**src/rtl/uart_echo_if.sv**
```systemverilog
`default_nettype none
// ============================================================================
//  Module   : uart_echo_if
//  Purpose  : Serial line pair of the UART echo block. The master side drives
//             the receive line and observes the transmit line. The slave side
//             is the echo core.
//  Revision : 1.0  initial release
// ============================================================================
interface uart_echo_if;
  logic uart_rx_i;  // serial input to the echo core, idle high
  logic uart_tx_o;  // serial output from the echo core, idle high

  modport master (output uart_rx_i, input uart_tx_o);
  modport slave  (input uart_rx_i, output uart_tx_o);
endinterface
`default_nettype wire

```
**src/rtl/uart_echo.sv**
```systemverilog
`default_nettype none
// ============================================================================
//  Module   : uart_echo
//  Purpose  : UART loopback for 8N1 frames. The design has an RX deserializer,
//             a small byte FIFO and a TX serializer. Each correctly framed byte
//             is retransmitted unchanged.
//  Revision : 1.0  initial release
// ============================================================================
module uart_echo #(
  parameter int CLK_HZ     = 100_000_000,
  parameter int BAUD       = 115200,
  parameter int FIFO_DEPTH = 4
) (
  input  wire        clk,
  input  wire        rst,
  uart_echo_if.slave uart
);

  localparam int c_CLKS_PER_BIT = (CLK_HZ + BAUD / 2) / BAUD;
  localparam int c_HALF_BIT     = c_CLKS_PER_BIT / 2;
  localparam int c_CNT_W        = (c_CLKS_PER_BIT > 2) ? $clog2(c_CLKS_PER_BIT) : 1;
  localparam int c_PTR_W        = (FIFO_DEPTH > 2) ? $clog2(FIFO_DEPTH) : 1;

  localparam logic [c_CNT_W-1:0] c_CNT_LAST   = c_CNT_W'(c_CLKS_PER_BIT - 1);
  localparam logic [c_CNT_W-1:0] c_CNT_HALF   = c_CNT_W'(c_HALF_BIT - 1);
  // The synchronizer delays the line by about two clocks. The end-of-stop
  // wait is shortened by one clock so the echo starts promptly. It still
  // never starts before the real stop bit has ended.
  localparam logic [c_CNT_W-1:0] c_CNT_FINISH = c_CNT_W'(c_HALF_BIT - 2);
  localparam logic [c_PTR_W:0]   c_FIFO_FULL  = (c_PTR_W + 1)'(FIFO_DEPTH);

  localparam logic [2:0] c_RX_IDLE   = 3'd0;
  localparam logic [2:0] c_RX_START  = 3'd1;
  localparam logic [2:0] c_RX_DATA   = 3'd2;
  localparam logic [2:0] c_RX_STOP   = 3'd3;
  localparam logic [2:0] c_RX_FINISH = 3'd4;
  localparam logic [2:0] c_RX_BREAK  = 3'd5;

  localparam logic [1:0] c_TX_IDLE  = 2'd0;
  localparam logic [1:0] c_TX_START = 2'd1;
  localparam logic [1:0] c_TX_DATA  = 2'd2;
  localparam logic [1:0] c_TX_STOP  = 2'd3;

  // ---------------------------------------------------------------- RX ----
  logic               r_rx_meta;
  logic               r_rx_sync;
  logic [2:0]         r_rx_state;
  logic [c_CNT_W-1:0] r_rx_cnt;
  logic [2:0]         r_rx_idx;
  logic [7:0]         r_rx_data;
  logic               w_push;

  // Two-flop synchronizer on the asynchronous serial input, idle high.
  always_ff @(posedge clk or posedge rst) begin
    if (rst) begin
      r_rx_meta <= 1'b1;
      r_rx_sync <= 1'b1;
    end else begin
      r_rx_meta <= uart.uart_rx_i;
      r_rx_sync <= r_rx_meta;
    end
  end

  // RX frame FSM. Data bits are shifted in LSB first.
  always_ff @(posedge clk or posedge rst) begin
    if (rst) begin
      r_rx_state <= c_RX_IDLE;
      r_rx_cnt   <= '0;
      r_rx_idx   <= '0;
      r_rx_data  <= '0;
    end else begin
      case (r_rx_state)
        c_RX_IDLE: begin
          r_rx_cnt <= '0;
          if (!r_rx_sync) r_rx_state <= c_RX_START;
        end
        c_RX_START: begin
          if (r_rx_cnt == c_CNT_HALF) begin
            r_rx_cnt   <= '0;
            r_rx_idx   <= '0;
            r_rx_state <= r_rx_sync ? c_RX_IDLE : c_RX_DATA;  // glitch reject
          end else begin
            r_rx_cnt <= r_rx_cnt + 1'b1;
          end
        end
        c_RX_DATA: begin
          if (r_rx_cnt == c_CNT_LAST) begin
            r_rx_cnt  <= '0;
            r_rx_data <= {r_rx_sync, r_rx_data[7:1]};
            r_rx_idx  <= r_rx_idx + 1'b1;
            if (r_rx_idx == 3'd7) r_rx_state <= c_RX_STOP;
          end else begin
            r_rx_cnt <= r_rx_cnt + 1'b1;
          end
        end
        c_RX_STOP: begin
          if (r_rx_cnt == c_CNT_LAST) begin
            r_rx_cnt   <= '0;
            r_rx_state <= r_rx_sync ? c_RX_FINISH : c_RX_BREAK;
          end else begin
            r_rx_cnt <= r_rx_cnt + 1'b1;
          end
        end
        c_RX_FINISH: begin
          if (r_rx_cnt == c_CNT_FINISH) begin
            r_rx_cnt   <= '0;
            r_rx_state <= c_RX_IDLE;
          end else begin
            r_rx_cnt <= r_rx_cnt + 1'b1;
          end
        end
        c_RX_BREAK: begin
          // Framing error: drop the byte and wait for the line to go idle.
          r_rx_cnt <= '0;
          if (r_rx_sync) r_rx_state <= c_RX_IDLE;
        end
        default: r_rx_state <= c_RX_IDLE;
      endcase
    end
  end

  assign w_push = (r_rx_state == c_RX_FINISH) && (r_rx_cnt == c_CNT_FINISH);

  // -------------------------------------------------------------- FIFO ----
  logic [7:0]         r_mem [FIFO_DEPTH];
  logic [c_PTR_W-1:0] r_wr_ptr;
  logic [c_PTR_W-1:0] r_rd_ptr;
  logic [c_PTR_W:0]   r_count;
  logic               w_full;
  logic               w_empty;
  logic               w_pop;
  logic               w_do_pop;
  logic               w_do_push;
  logic [7:0]         w_rdata;

  assign w_full    = (r_count == c_FIFO_FULL);
  assign w_empty   = (r_count == '0);
  assign w_do_pop  = w_pop && !w_empty;
  // A push into a full FIFO is accepted only when a pop frees a slot in the same cycle.
  assign w_do_push = w_push && (!w_full || w_do_pop);
  assign w_rdata   = r_mem[r_rd_ptr];

  // FIFO storage. An overflowing push leaves the stored data unchanged.
  always_ff @(posedge clk or posedge rst) begin
    if (rst) begin
      for (int i = 0; i < FIFO_DEPTH; i++) r_mem[i] <= '0;
    end else if (w_do_push) begin
      r_mem[r_wr_ptr] <= r_rx_data;
    end
  end

  // FIFO pointers and occupancy. The pointers wrap naturally at a power-of-two depth.
  always_ff @(posedge clk or posedge rst) begin
    if (rst) begin
      r_wr_ptr <= '0;
      r_rd_ptr <= '0;
      r_count  <= '0;
    end else begin
      if (w_do_push) r_wr_ptr <= r_wr_ptr + 1'b1;
      if (w_do_pop)  r_rd_ptr <= r_rd_ptr + 1'b1;
      case ({w_do_push, w_do_pop})
        2'b10:   r_count <= r_count + 1'b1;
        2'b01:   r_count <= r_count - 1'b1;
        default: r_count <= r_count;
      endcase
    end
  end

  // ---------------------------------------------------------------- TX ----
  logic [1:0]         r_tx_state;
  logic [c_CNT_W-1:0] r_tx_cnt;
  logic [2:0]         r_tx_idx;
  logic [7:0]         r_tx_shift;
  logic               r_tx_line;
  logic               w_tx_bit_end;

  assign w_tx_bit_end = (r_tx_cnt == c_CNT_LAST);
  // Pop from idle, or at the end of a stop bit so that queued bytes follow without a gap.
  assign w_pop = !w_empty &&
                 ((r_tx_state == c_TX_IDLE) || ((r_tx_state == c_TX_STOP) && w_tx_bit_end));

  // TX frame FSM with a registered line output. Each state lasts one bit period.
  always_ff @(posedge clk or posedge rst) begin
    if (rst) begin
      r_tx_state <= c_TX_IDLE;
      r_tx_cnt   <= '0;
      r_tx_idx   <= '0;
      r_tx_shift <= '0;
      r_tx_line  <= 1'b1;
    end else begin
      case (r_tx_state)
        c_TX_IDLE: begin
          r_tx_cnt <= '0;
          if (w_pop) begin
            r_tx_shift <= w_rdata;
            r_tx_line  <= 1'b0;
            r_tx_state <= c_TX_START;
          end
        end
        c_TX_START: begin
          if (w_tx_bit_end) begin
            r_tx_cnt   <= '0;
            r_tx_idx   <= '0;
            r_tx_line  <= r_tx_shift[0];
            r_tx_shift <= {1'b0, r_tx_shift[7:1]};
            r_tx_state <= c_TX_DATA;
          end else begin
            r_tx_cnt <= r_tx_cnt + 1'b1;
          end
        end
        c_TX_DATA: begin
          if (w_tx_bit_end) begin
            r_tx_cnt <= '0;
            if (r_tx_idx == 3'd7) begin
              r_tx_line  <= 1'b1;
              r_tx_state <= c_TX_STOP;
            end else begin
              r_tx_idx   <= r_tx_idx + 1'b1;
              r_tx_line  <= r_tx_shift[0];
              r_tx_shift <= {1'b0, r_tx_shift[7:1]};
            end
          end else begin
            r_tx_cnt <= r_tx_cnt + 1'b1;
          end
        end
        c_TX_STOP: begin
          if (w_tx_bit_end) begin
            r_tx_cnt <= '0;
            if (w_pop) begin
              r_tx_shift <= w_rdata;
              r_tx_line  <= 1'b0;
              r_tx_state <= c_TX_START;
            end else begin
              r_tx_state <= c_TX_IDLE;
            end
          end else begin
            r_tx_cnt <= r_tx_cnt + 1'b1;
          end
        end
        default: r_tx_state <= c_TX_IDLE;
      endcase
    end
  end

  assign uart.uart_tx_o = r_tx_line;

endmodule
`default_nettype wire

```
**src/flat_wrapper.sv**
```systemverilog
// flat-port wrapper written by rule: the top's interface ports become plain ports
module uart_echo_flat 
#(
  parameter int CLK_HZ     = 100_000_000,
  parameter int BAUD       = 115200,
  parameter int FIFO_DEPTH = 4
)
  (clk, rst, uart_uart_rx_i, uart_uart_tx_o);
  uart_echo_if uart_i ();
  input  wire clk;
  input  wire rst;
  input wire logic [$bits(uart_i.uart_rx_i)-1:0] uart_uart_rx_i;
  output wire logic [$bits(uart_i.uart_tx_o)-1:0] uart_uart_tx_o;
  assign uart_i.uart_rx_i = uart_uart_rx_i;
  assign uart_uart_tx_o = uart_i.uart_tx_o;
  uart_echo #(.CLK_HZ(CLK_HZ), .BAUD(BAUD), .FIFO_DEPTH(FIFO_DEPTH)) u_core (.clk(clk), .rst(rst), .uart(uart_i));
endmodule
```
**config.mk**
```make
export PLATFORM = sky130hd
export DESIGN_NAME = uart_echo_flat
export DESIGN_NICKNAME = d
export VERILOG_FILES = /design/src/rtl/uart_echo_if.sv /design/src/rtl/uart_echo.sv /design/src/flat_wrapper.sv
export SDC_FILE = /design/constraint.sdc
export NUM_CORES = 1
export LEC_CHECK = 0
export BUFFER_PORTS_ARGS = -buffer_cell sky130_fd_sc_hd__buf_2
export CORE_MARGIN = 1.5
export CORE_UTILIZATION = 61
export CTS_CLUSTER_SIZE = 40
export DETAILED_ROUTE_END_ITERATION = 10
export PLACE_DENSITY = 0.84
export SLEW_MARGIN = 30
export SYNTH_ARGS = -nofsm -noshare
export SYNTH_HDL_FRONTEND = slang
export SYNTH_SLANG_ARGS = --single-unit
```
**constraint.sdc**
```tcl
create_clock -name clk -period 3.6 [get_ports clk]
set_input_delay 0.54 -clock clk [delete_from_list [all_inputs] [get_ports clk]]
set_output_delay 0.54 -clock clk [all_outputs]
set_load 0.02 [all_outputs]
```
# Yosys cells after proc, flatten, opt, wreduce, memory -nomap -nowiden
# Index checks and enable logic that the tools add are counted.
# word_totals
rom_bits	0
memories	0
latch_bits	0
input_bits	3
ram_bits	0
output_inout_bits	1
reg_bits	89
wordCells	137
# op_classes
shifts	0
bitwise	2
reduce_logical	27
eq_ne	30
n_addsub	8
n_mux	49
div_mod_pow	0
magnitude_cmp	3
n_mul	0
# op_table
operator	count
$mux W8	8
$mux W10	4
$pmux W10 S4	1
$mux W3	12
$bwmux W32	1
$pmux W8 S4	1
$ne A2 B1 Y1 const B	11
$add A10 B1 Y10 const B	2
$eq A10 B10 Y1 const B	2
$eq A10 B9 Y1 const B	2
$pmux W10 S2	1
$pmux W3 S2	3
$pmux W3 S6	1
$bmux W8 S2	1
$demux W8 S2	1
$eq A3 B3 Y1 const B	5
$mux W2	6
$add A3 B1 Y3 const B	3
$pmux W2 S4	1
$reduce_and A4 Y1	2
$mux W1	7
$reduce_and A7 Y1	1
$eq A2 B2 Y1 const B	3
$eq A3 B2 Y1 const B	2
other kinds (21)	38

# Longest topological paths before layout
# Gate-level depths: netlist (run 1).
# logic_depth
depth_word	9
ltp_mapped	9
ltp_nobuf	9

# Least setup slack after synthesis (run 1)
# No wires, ideal clock.
# synth_path
kind	reg2reg
from	reg u_core.r_tx_cnt[0]
to	reg u_core.r_count[2]
arrival_ns	2.257
required_ns	3.520
period_less_slack_ns	2.337
stages_incl_launch_ff	10
n_path_buf	0
setup_slack_ns	1.263
setup_ns	0.080
cell_sequence	dfrtp_1 > ha_1 > nor3b_2 > a41oi_4 > nor2_1 > nand2_1 > fa_1 > and4b_1 > a31oi_1 > xnor2_1
# synth_via
elab_chain_cells	9
elab_cells_between_ends	11
cone_classes	eq/ne (3); mux (1); reduce/logical (7)
# synth_lines
item	line	rtl
start: declaration	uart_echo.sv:171	logic [c_CNT_W-1:0] r_tx_cnt;
start signal: assignment	uart_echo.sv:208	r_tx_cnt <= r_tx_cnt + 1'b1;
start signal: assignment	uart_echo.sv:223	r_tx_cnt <= r_tx_cnt + 1'b1;
start signal: assignment	uart_echo.sv:237	r_tx_cnt <= r_tx_cnt + 1'b1;
$eq A10 B10 Y1 *	uart_echo.sv:177	assign w_tx_bit_end = (r_tx_cnt == c_CNT_LAST);
$logic_and A1 B1 Y1 *	uart_echo.sv:180	((r_tx_state == c_TX_IDLE) || ((r_tx_state == c_TX_STOP) && w_tx_bit_end));
$logic_or A1 B1 Y1 *	uart_echo.sv:180	
$logic_and A1 B1 Y1 *	uart_echo.sv:179	assign w_pop = !w_empty &&
$logic_and A1 B1 Y1 *	uart_echo.sv:138	assign w_do_pop = w_pop && !w_empty;
$logic_or A1 B1 Y1	uart_echo.sv:140	assign w_do_push = w_push && (!w_full || w_do_pop);
$logic_and A1 B1 Y1	uart_echo.sv:140	
$eq A2 B1 Y1 / $eq A2 B2 Y1 (equally long branches)	uart_echo.sv:161	case ({w_do_push, w_do_pop})
$pmux W3 S2 / $reduce_bool A2 Y1 (equally long branches)	n/a	
end signal: assignment	uart_echo.sv:162	2'b10: r_count <= r_count + 1'b1;
end signal: assignment	uart_echo.sv:163	2'b01: r_count <= r_count - 1'b1;
end signal: assignment	uart_echo.sv:164	default: r_count <= r_count;
end: declaration	uart_echo.sv:128	logic [c_PTR_W:0] r_count;
# Mark *: on every way between the ends. The rest lies on a longest branch, timed or not.
# A chain may end at the register's enable or synchronous reset.

# Worst setup path after layout (run 1)
# Ends and elaborated chain as after synthesis.

==> results of run 1 <==
-- synthesized netlist by cell type, drive strengths merged, types with 3 or more instances --
cell type,number
mux4,8
dfstp,3
dfrtp,86
a41oi,3
a21oi,14
nand2,29
xor2,5
or3b,4
mux2i,4
and2,3
o21bai,6
nor2,20
nor3,6
o22ai,6
a31oi,6
nor3b,4
nand3,14
ha,17
o21ai,12
xnor2,10
nor2b,6
nand2b,4
and3,6
mux2,41
buf,3
clkbuf,9
inv,16
a22o,3
o31ai,8
-- path summary, 6_finish.rpt --
| kind | from | to | slack (ns) | cells past startpoint |
|---|---|---|---|---|
| min reg2reg | u_core.r_rx_meta | u_core.r_rx_sync | 0.37 | 0 |
| max in group asynchronous | rst | u_core.r_rx_meta | 2.55 | 3 |
| min | rst | u_core.r_rx_cnt[5] | 0.21 | 2 |
| max reg2reg | u_core.r_tx_cnt[0] | u_core.r_count[2] | 0.95 | 9 |
| min in group clk | uart_uart_rx_i | u_core.r_rx_meta | 0.26 | 1 |
| max | u_core.r_tx_cnt[0] | u_core.r_count[2] | 0.95 | 9 |
-- per-stage QoR --
| step | std cells | worst slack, ns |
|---|---|---|
| 2_1_floorplan | 383 | 0.758 |
| 3_3_place_gp | 476 | 1.12 |
| 3_5_place_dp | 476 | 0.974 |
| 4_1_cts | 492 | 0.944 |
| 5_1_grt | 492 | 0.734 |
| 6_report | 492 | 0.949 |
-- routing by layer --
layer / GRT usage / share of wire / vias up
li1: - / - / 1400
met1: 0.325 / 0.46 / 1558
met2: 0.379 / 0.49 / 52
met3: 0.0554 / 0.033 / 13
met4: 0.0853 / 0.016 / 0
met5: 0 / 0 / -
-- cell type report --
type,instances,area (µm²)
clock buffer,9,124
multi-input combinational,266,2200
clock inverter,7,72.6
fill,554,2370
timing repair buffer,6,37.5
tap,99,124
sequential,89,2230
inverter,16,61.3
-- power groups by stage --
stage,clock [µW],sequential (µW),combinational (µW)
after floorplan,0,1020,15.1
after global placement,0,1020,23.5
after detailed placement,0,1020,24.0
after CTS,694,1000,24.0
after global routing,738,1000,27.4
final,681,1000,22.2
-- flip-flops by register name (all words and copies together) (netlist names), 3 cells and up --
name               cells
u_core.r_tx_cnt       10
u_core.r_rx_cnt       10
u_core.r_rx_data       8
u_core.r_count         3
u_core.r_tx_shift      8
u_core.r_rx_idx        3
u_core.r_rx_state      3
u_core.r_mem          32
u_core.r_tx_idx        3
-- cell families (layout without fill, tap and decap cells) --
group	Yosys count	after routing
buffers and inverters	28	38
AOI/OAI and AO/OA	73	73
DFF	89	89
adders and majority gates	18	18
and+or+nand+nor	107	107
xor gates and xnor gates	15	15
muxes	53	53
-- cells in the final DEF (no fill, tap or decap), types with 3 or more instances in the layout --
master | synthesis | routed
sky130_fd_sc_hd__nor2_1 | 20 | 20
sky130_fd_sc_hd__o21bai_1 | 6 | 6
sky130_fd_sc_hd__buf_2 | 3 | 3
sky130_fd_sc_hd__xnor2_1 | 10 | 10
sky130_fd_sc_hd__o22ai_1 | 6 | 6
sky130_fd_sc_hd__mux4_2 | 8 | 8
sky130_fd_sc_hd__ha_1 | 17 | 17
sky130_fd_sc_hd__buf_4 | 0 | 3
sky130_fd_sc_hd__mux2i_1 | 4 | 4
sky130_fd_sc_hd__nor2b_1 | 6 | 6
sky130_fd_sc_hd__and3_1 | 6 | 6
sky130_fd_sc_hd__xor2_1 | 5 | 5
sky130_fd_sc_hd__o31ai_1 | 8 | 8
sky130_fd_sc_hd__inv_1 | 16 | 15
sky130_fd_sc_hd__nand3_1 | 14 | 14
sky130_fd_sc_hd__mux2_1 | 15 | 15
sky130_fd_sc_hd__o21ai_0 | 11 | 11
sky130_fd_sc_hd__nand2_4 | 4 | 4
sky130_fd_sc_hd__nand2b_1 | 4 | 4
sky130_fd_sc_hd__or3b_1 | 3 | 3
sky130_fd_sc_hd__nor3_1 | 6 | 6
sky130_fd_sc_hd__a31oi_1 | 6 | 6
sky130_fd_sc_hd__nand2_1 | 25 | 25
sky130_fd_sc_hd__clkbuf_8 | 0 | 9
sky130_fd_sc_hd__dfstp_2 | 3 | 3
sky130_fd_sc_hd__nor3b_1 | 3 | 3
sky130_fd_sc_hd__dfrtp_1 | 86 | 86
sky130_fd_sc_hd__mux2_2 | 26 | 26
sky130_fd_sc_hd__a22o_1 | 3 | 3
sky130_fd_sc_hd__a21oi_1 | 14 | 14
==> metrics.cfg, run 1 <==
[die]
floorplan.die.height_um=89.3
io_pins=4
die_w_um=89.3
die_area_um2=7970
starting_density_of_the_core=0.629
core_area_um2=7210
rows=31

[placed_design]
place.port_buffers=3
detailed_place_hpwl_um=5820
placed_cell_area_um2=4650
routabilityCongestion=0.868

[timing]
fin_crit_sh=0.736
final_max_slew_viol_count=0
setup-tns-final_ns=0
setup-violations-final=0
period_minus_slack_ns=2.65
worstMarginPinSlew_ns=0.887
grt_setup_unrepaired=no
timing.clock.skew_ns=0.0172
finalHoldWorstSlack_ns=0.212
slew_headroom=0.406
achievable-frequency_ghz=0.377
hold_viol=0

[synthesis]
post_synth_top_flop=sky130_fd_sc_hd__dfrtp_1
synth-compound-area-share=0.118
yosys.area_share.xor_xnor=0.0289
synth_edf_count=0
netlist_area_um2=4540
ys_top_cells_by_area=sky130_fd_sc_hd__dfrtp_1 (47%), sky130_fd_sc_hd__mux2_2 (6.5%), sky130_fd_sc_hd__ha_1 (4.7%)
synthMuxAreaShare=0.150
combinational_family_with_the_most_area_after_synthesis=multiplexers
yosysWarnings=0
postSynth.asyncResetShare=1.00
cell_type_with_the_highest_aggregate_area_in_the_netlist=sky130_fd_sc_hd__dfrtp_1
ys_seq_elements=89
share_of_yosys_cell_area_claimed_by_the_top_area_cell_type=0.474
ys_types=59
yosysSeqAreaShare=0.492
synthesis.nets=404
syn_area_per_cell_um2=11.8
postSynthCellCount=383
synth-adder-area-share=0.0513
synth_simple_gate_area_frac=0.135

[pwr]
p_clk_frac=0.399
pwr_density_cell_nw_per_um2=352
max-vdd-ir-drop_uv=360
p_int_uw=1280
p_sw_uw=429
power.switching_fraction=0.252
power.share.sequential=0.588
fin_total_pwr_uw=1710
p_comb_frac=0.013
power.leakage_uw=0.00232

[cells_and_area]
antenna-diode-count=0
design.final.nets=409
layout-area-overhead-vs-synth_pct=6.78
fin_util=0.672
final_area_um2=4850
drive_gt1_frac=0.183

[global_route]
grt_pass1_vias=3018
grt_pass1_wl_um=14300
grt_antenna_before_repair=0
grt_overflow_total=0
grtUsageTotal=0.239
pin_count_of_the_biggest_net_entering_global_routing=38

[setup_path]
highest_net_fanout_along_the_worst_path=10
crit_slowest_cell=sky130_fd_sc_hd__dfrtp_1
required_ns=3.90
max_stage_delay_ns=0.40
worst-endpoint-arrival_ns=2.96
cp.buffers_inverters=0
cp_cell_sequence=ha_1, nor3b_2, a41oi_4, nor2_1, nand2_1, fa_1, and4b_1, a31oi_1, xnor2_1
family_with_the_most_delay_on_the_worst_path=simple AND/OR/NAND/NOR gates
timing.critical_path.to_type=register
path_class=reg2reg
startpoint_type=register

[clock_tree]
cts_max_level=3
clockRootBuffer=sky130_fd_sc_hd__clkbuf_8
ctsResizeCount=0
clock_sinks=89
clkLatencyLatePin_ns=0.38
cts.clk_slew.worst_paths_ns=0.10
clock_path_buffers=2
cts_made_buffers=9
tritoncts=built
cts.repair_timing.setup_buffer_count=0
cts_hold_buffers=0

[route]
via_count=3023
route.antenna.remaining_nets=0
detail_route.wirelength_um=8380
drtPass1Iterations=4
drt_iter0_markers=239
via_density_per_instance=6.14
route.detailed.drc=0
routed_wire_length_per_instance_um=17.0

[run_status]
run_status=completed

[min_path]
class_of_the_tightest_hold_or_removal_check=in2async

[flow_run]
count_of_maximum_capacitance_violations=0

No activity file was read; power rests on OpenSTA's default activity.
==> run 2, diff against run 1 <==
--- a/config.mk
+++ b/config.mk
@@ -7,10 +7,10 @@
 export LEC_CHECK = 0
 export BUFFER_PORTS_ARGS = -buffer_cell sky130_fd_sc_hd__buf_2
 export CORE_MARGIN = 1.5
-export CORE_UTILIZATION = 61
+export CORE_UTILIZATION = 57
 export CTS_CLUSTER_SIZE = 40
 export DETAILED_ROUTE_END_ITERATION = 10
-export PLACE_DENSITY = 0.84
+export PLACE_DENSITY = 0.83
 export SLEW_MARGIN = 30
 export SYNTH_ARGS = -nofsm -noshare
 export SYNTH_HDL_FRONTEND = slang
==> constraint.sdc (replaced) <==
create_clock -name clk -period 2.4 [get_ports clk]
set_input_delay 0.36 -clock clk [delete_from_list [all_inputs] [get_ports clk]]
set_output_delay 0.36 -clock clk [all_outputs]
set_load 0.02 [all_outputs]
==> run 2 against run 1 <==
Compared with the run above:
- utilization fell by 2.6 points
- total power increased by 54%
- register-to-register slack worse by 0.83 ns
- cell area up 3.0%
- die area grew 6.8%
- critical path depth shrank 1
- largest power group unchanged
- clock skew fell by 0.011 ns
- combinational power up 60%
- cell count increased by 2.8%
- sequential share of layout area shrank 1.3 points
- clock-buffer cell count grew 1
==> metrics.cfg, run 2 (synthesized netlist as in run 1, its figures left out) <==
[min_path]
min_delay_path_depth=1
class_of_the_tightest_hold_or_removal_check=in2reg

[timing]
setup-tns-final_ns=0  ; unchanged
grt_setup_unrepaired=no
final_max_slew_viol_count=0  ; unchanged
timing.clock.skew_ns=0.00651  ; -0.0107 ns
slew_headroom=0.657  ; +0.251
worstMarginPinSlew_ns=0.514  ; -0.373 ns
hold_viol=0  ; unchanged
fin_crit_sh=0.949  ; +0.212
achievable-frequency_ghz=0.439  ; +16%
setup-violations-final=0  ; unchanged
period_minus_slack_ns=2.28  ; -0.374 ns

[die]
core_area_um2=7730  ; +7.1%
die_w_um=92.2  ; +3.3%
floorplan.die.height_um=92.2  ; +3.3%
rows=32  ; +3.2%
die_area_um2=8510  ; +6.8%
starting_density_of_the_core=0.587  ; -0.0418
io_pins=4  ; unchanged

[pwr]
max-vdd-ir-drop_uv=480  ; +34%
power.leakage_uw=0.00239  ; +2.7%
pwr_density_cell_nw_per_um2=526  ; +50%

[setup_path]
path_class=reg2reg
family_with_the_most_delay_on_the_worst_path=flip-flops
cp.buffers_inverters=2  ; +2
required_ns=2.64  ; -1.26 ns
highest_net_fanout_along_the_worst_path=9  ; -1
timing.critical_path.depth=8  ; -1
cp_cell_sequence=ha_2, nor3b_4, a41oi_4, buf_4, a41oi_4, buf_4, nand2_4, mux2_1
worst-endpoint-arrival_ns=2.52  ; -0.44 ns
r2r.worst_path.cells=8  ; -1
max_stage_delay_ns=0.42  ; +0.02 ns
startpoint_type=register
timing.critical_path.to_type=register
crit_slowest_cell=sky130_fd_sc_hd__dfrtp_1

[cells_and_area]
reg.largest.list=u_core.r_mem: 32 flops, u_core.r_rx_cnt: 10 flops, u_core.r_tx_cnt: 10 flops
biggest_register=u_core.r_mem
fin_util=0.646  ; -0.0258
largest_reg_flops=32  ; unchanged
drive_gt1_frac=0.218  ; +0.0346
design.final.nets=420  ; +2.7%
antenna-diode-count=0  ; unchanged
layout-area-overhead-vs-synth_pct=9.98
layout.cells.most_common_list=sky130_fd_sc_hd__dfrtp_1 (86), sky130_fd_sc_hd__mux2_2 (26), sky130_fd_sc_hd__nand2_1 (25), sky130_fd_sc_hd__nor2_1 (19), sky130_fd_sc_hd__ha_1 (16)
finish.cell_count_without_fillers=506  ; +2.8%
final_area_um2=4990  ; +3.0%
layout.cells.most_common=sky130_fd_sc_hd__dfrtp_1

[clock_tree]
tritoncts=built
cts.clk_slew.worst_paths_ns=0.09  ; about the same
cts_max_level=3  ; unchanged
cts.repair_timing.setup_buffer_count=0  ; unchanged
cts_made_buffers=9  ; unchanged
clock_sinks=89  ; unchanged
clockRootBuffer=sky130_fd_sc_hd__clkbuf_8
clock_path_buffers=2  ; unchanged
clkLatencyLatePin_ns=0.37  ; about the same
ctsResizeCount=0  ; unchanged
cts_hold_buffers=0  ; unchanged

[placed_design]
place.port_buffers=3  ; unchanged
dp_cells=490  ; +2.9%
detailed_place_hpwl_um=6230  ; +7.1%
routabilityCongestion=0.805  ; -7.2%
placed_cell_area_um2=4750  ; +2.2%

[global_route]
grt_overflow_total=0  ; unchanged
pin_count_of_the_biggest_net_entering_global_routing=90  ; +140%
grt_pass1_wl_um=15800  ; +9.9%
grt_antenna_before_repair=0  ; unchanged
grt_pass1_vias=3190  ; +5.7%
grtUsageTotal=0.240  ; +0.00120

[route]
drt_iter0_markers=243  ; +1.7%
route.detailed.drc=0  ; unchanged
routed_wire_length_per_instance_um=18.4  ; +7.8%
route.antenna.remaining_nets=0  ; unchanged
drtPass1Iterations=5  ; +1
detail_route.wirelength_um=9290  ; +11%
via_density_per_instance=6.11  ; -0.58%
via_count=3091  ; +2.2%

[run_status]
run_status=completed

[flow_run]
count_of_maximum_capacitance_violations=0  ; unchanged

run 2: final cells by class:
cell class	instances	area, µm²
Multi-Input combinational cell	266	2220
Tap cell	102	128
Sequential cell	89	2230
Fill cell	555	2740
Timing Repair Buffer	17	133
Clock buffer	10	138
Inverter	16	63.8
Clock inverter	6	73.8
run 2: final timing paths:
path	slack (ns)	startpoint	endpoint
max in group asynchronous	1.90	rst	u_core.uart.uart_tx_o
min in group asynchronous	0.11	rst	u_core.r_rx_cnt[5]
worst max register to register	0.12	u_core.r_tx_cnt[0]	u_core.r_mem[31]
worst max-delay path	0.12	u_core.r_tx_cnt[0]	u_core.r_mem[31]
worst min-delay path	0.09	uart_uart_rx_i	u_core.r_rx_meta
worst min register to register	0.36	u_core.r_rx_meta	u_core.r_rx_sync
run 2: where the power goes:
part	switching, µW	internal, µW
clock	567	523
combinational	30.2	5.40
sequential	1.02	1500
total	598	2030
run 2: worst register-to-register path, stage by stage, from the launching register on:
cell and delay, ns:
sky130_fd_sc_hd__dfrtp_1 0.42, sky130_fd_sc_hd__ha_2 0.23, sky130_fd_sc_hd__nor3b_4 0.25, sky130_fd_sc_hd__a41oi_4 0.15, sky130_fd_sc_hd__buf_4 0.20, sky130_fd_sc_hd__a41oi_4 0.23, sky130_fd_sc_hd__buf_4 0.21, sky130_fd_sc_hd__nand2_4 0.12
sky130_fd_sc_hd__mux2_1 0.35
run 2: metrics by stage:
step                hold WS, ns  power (µW)  setup slack (ns)
finish                   0.0863        2630             0.123
global route             0.0704        2710            0.0252
CTS                      0.0694        2650            0.0705
detailed placement        0.353        1570             0.103
global placement          0.346        1570             0.232
floorplan                 0.345        1550            0.0633
run 2: routing by layer:
metal,global-route usage,vias up,part of all wire
li1,-,1433,-
met1,0.307,1568,0.44
met2,0.396,71,0.50
met3,0.0506,19,0.037
met4,0.0987,0,0.018
met5,0,-,0
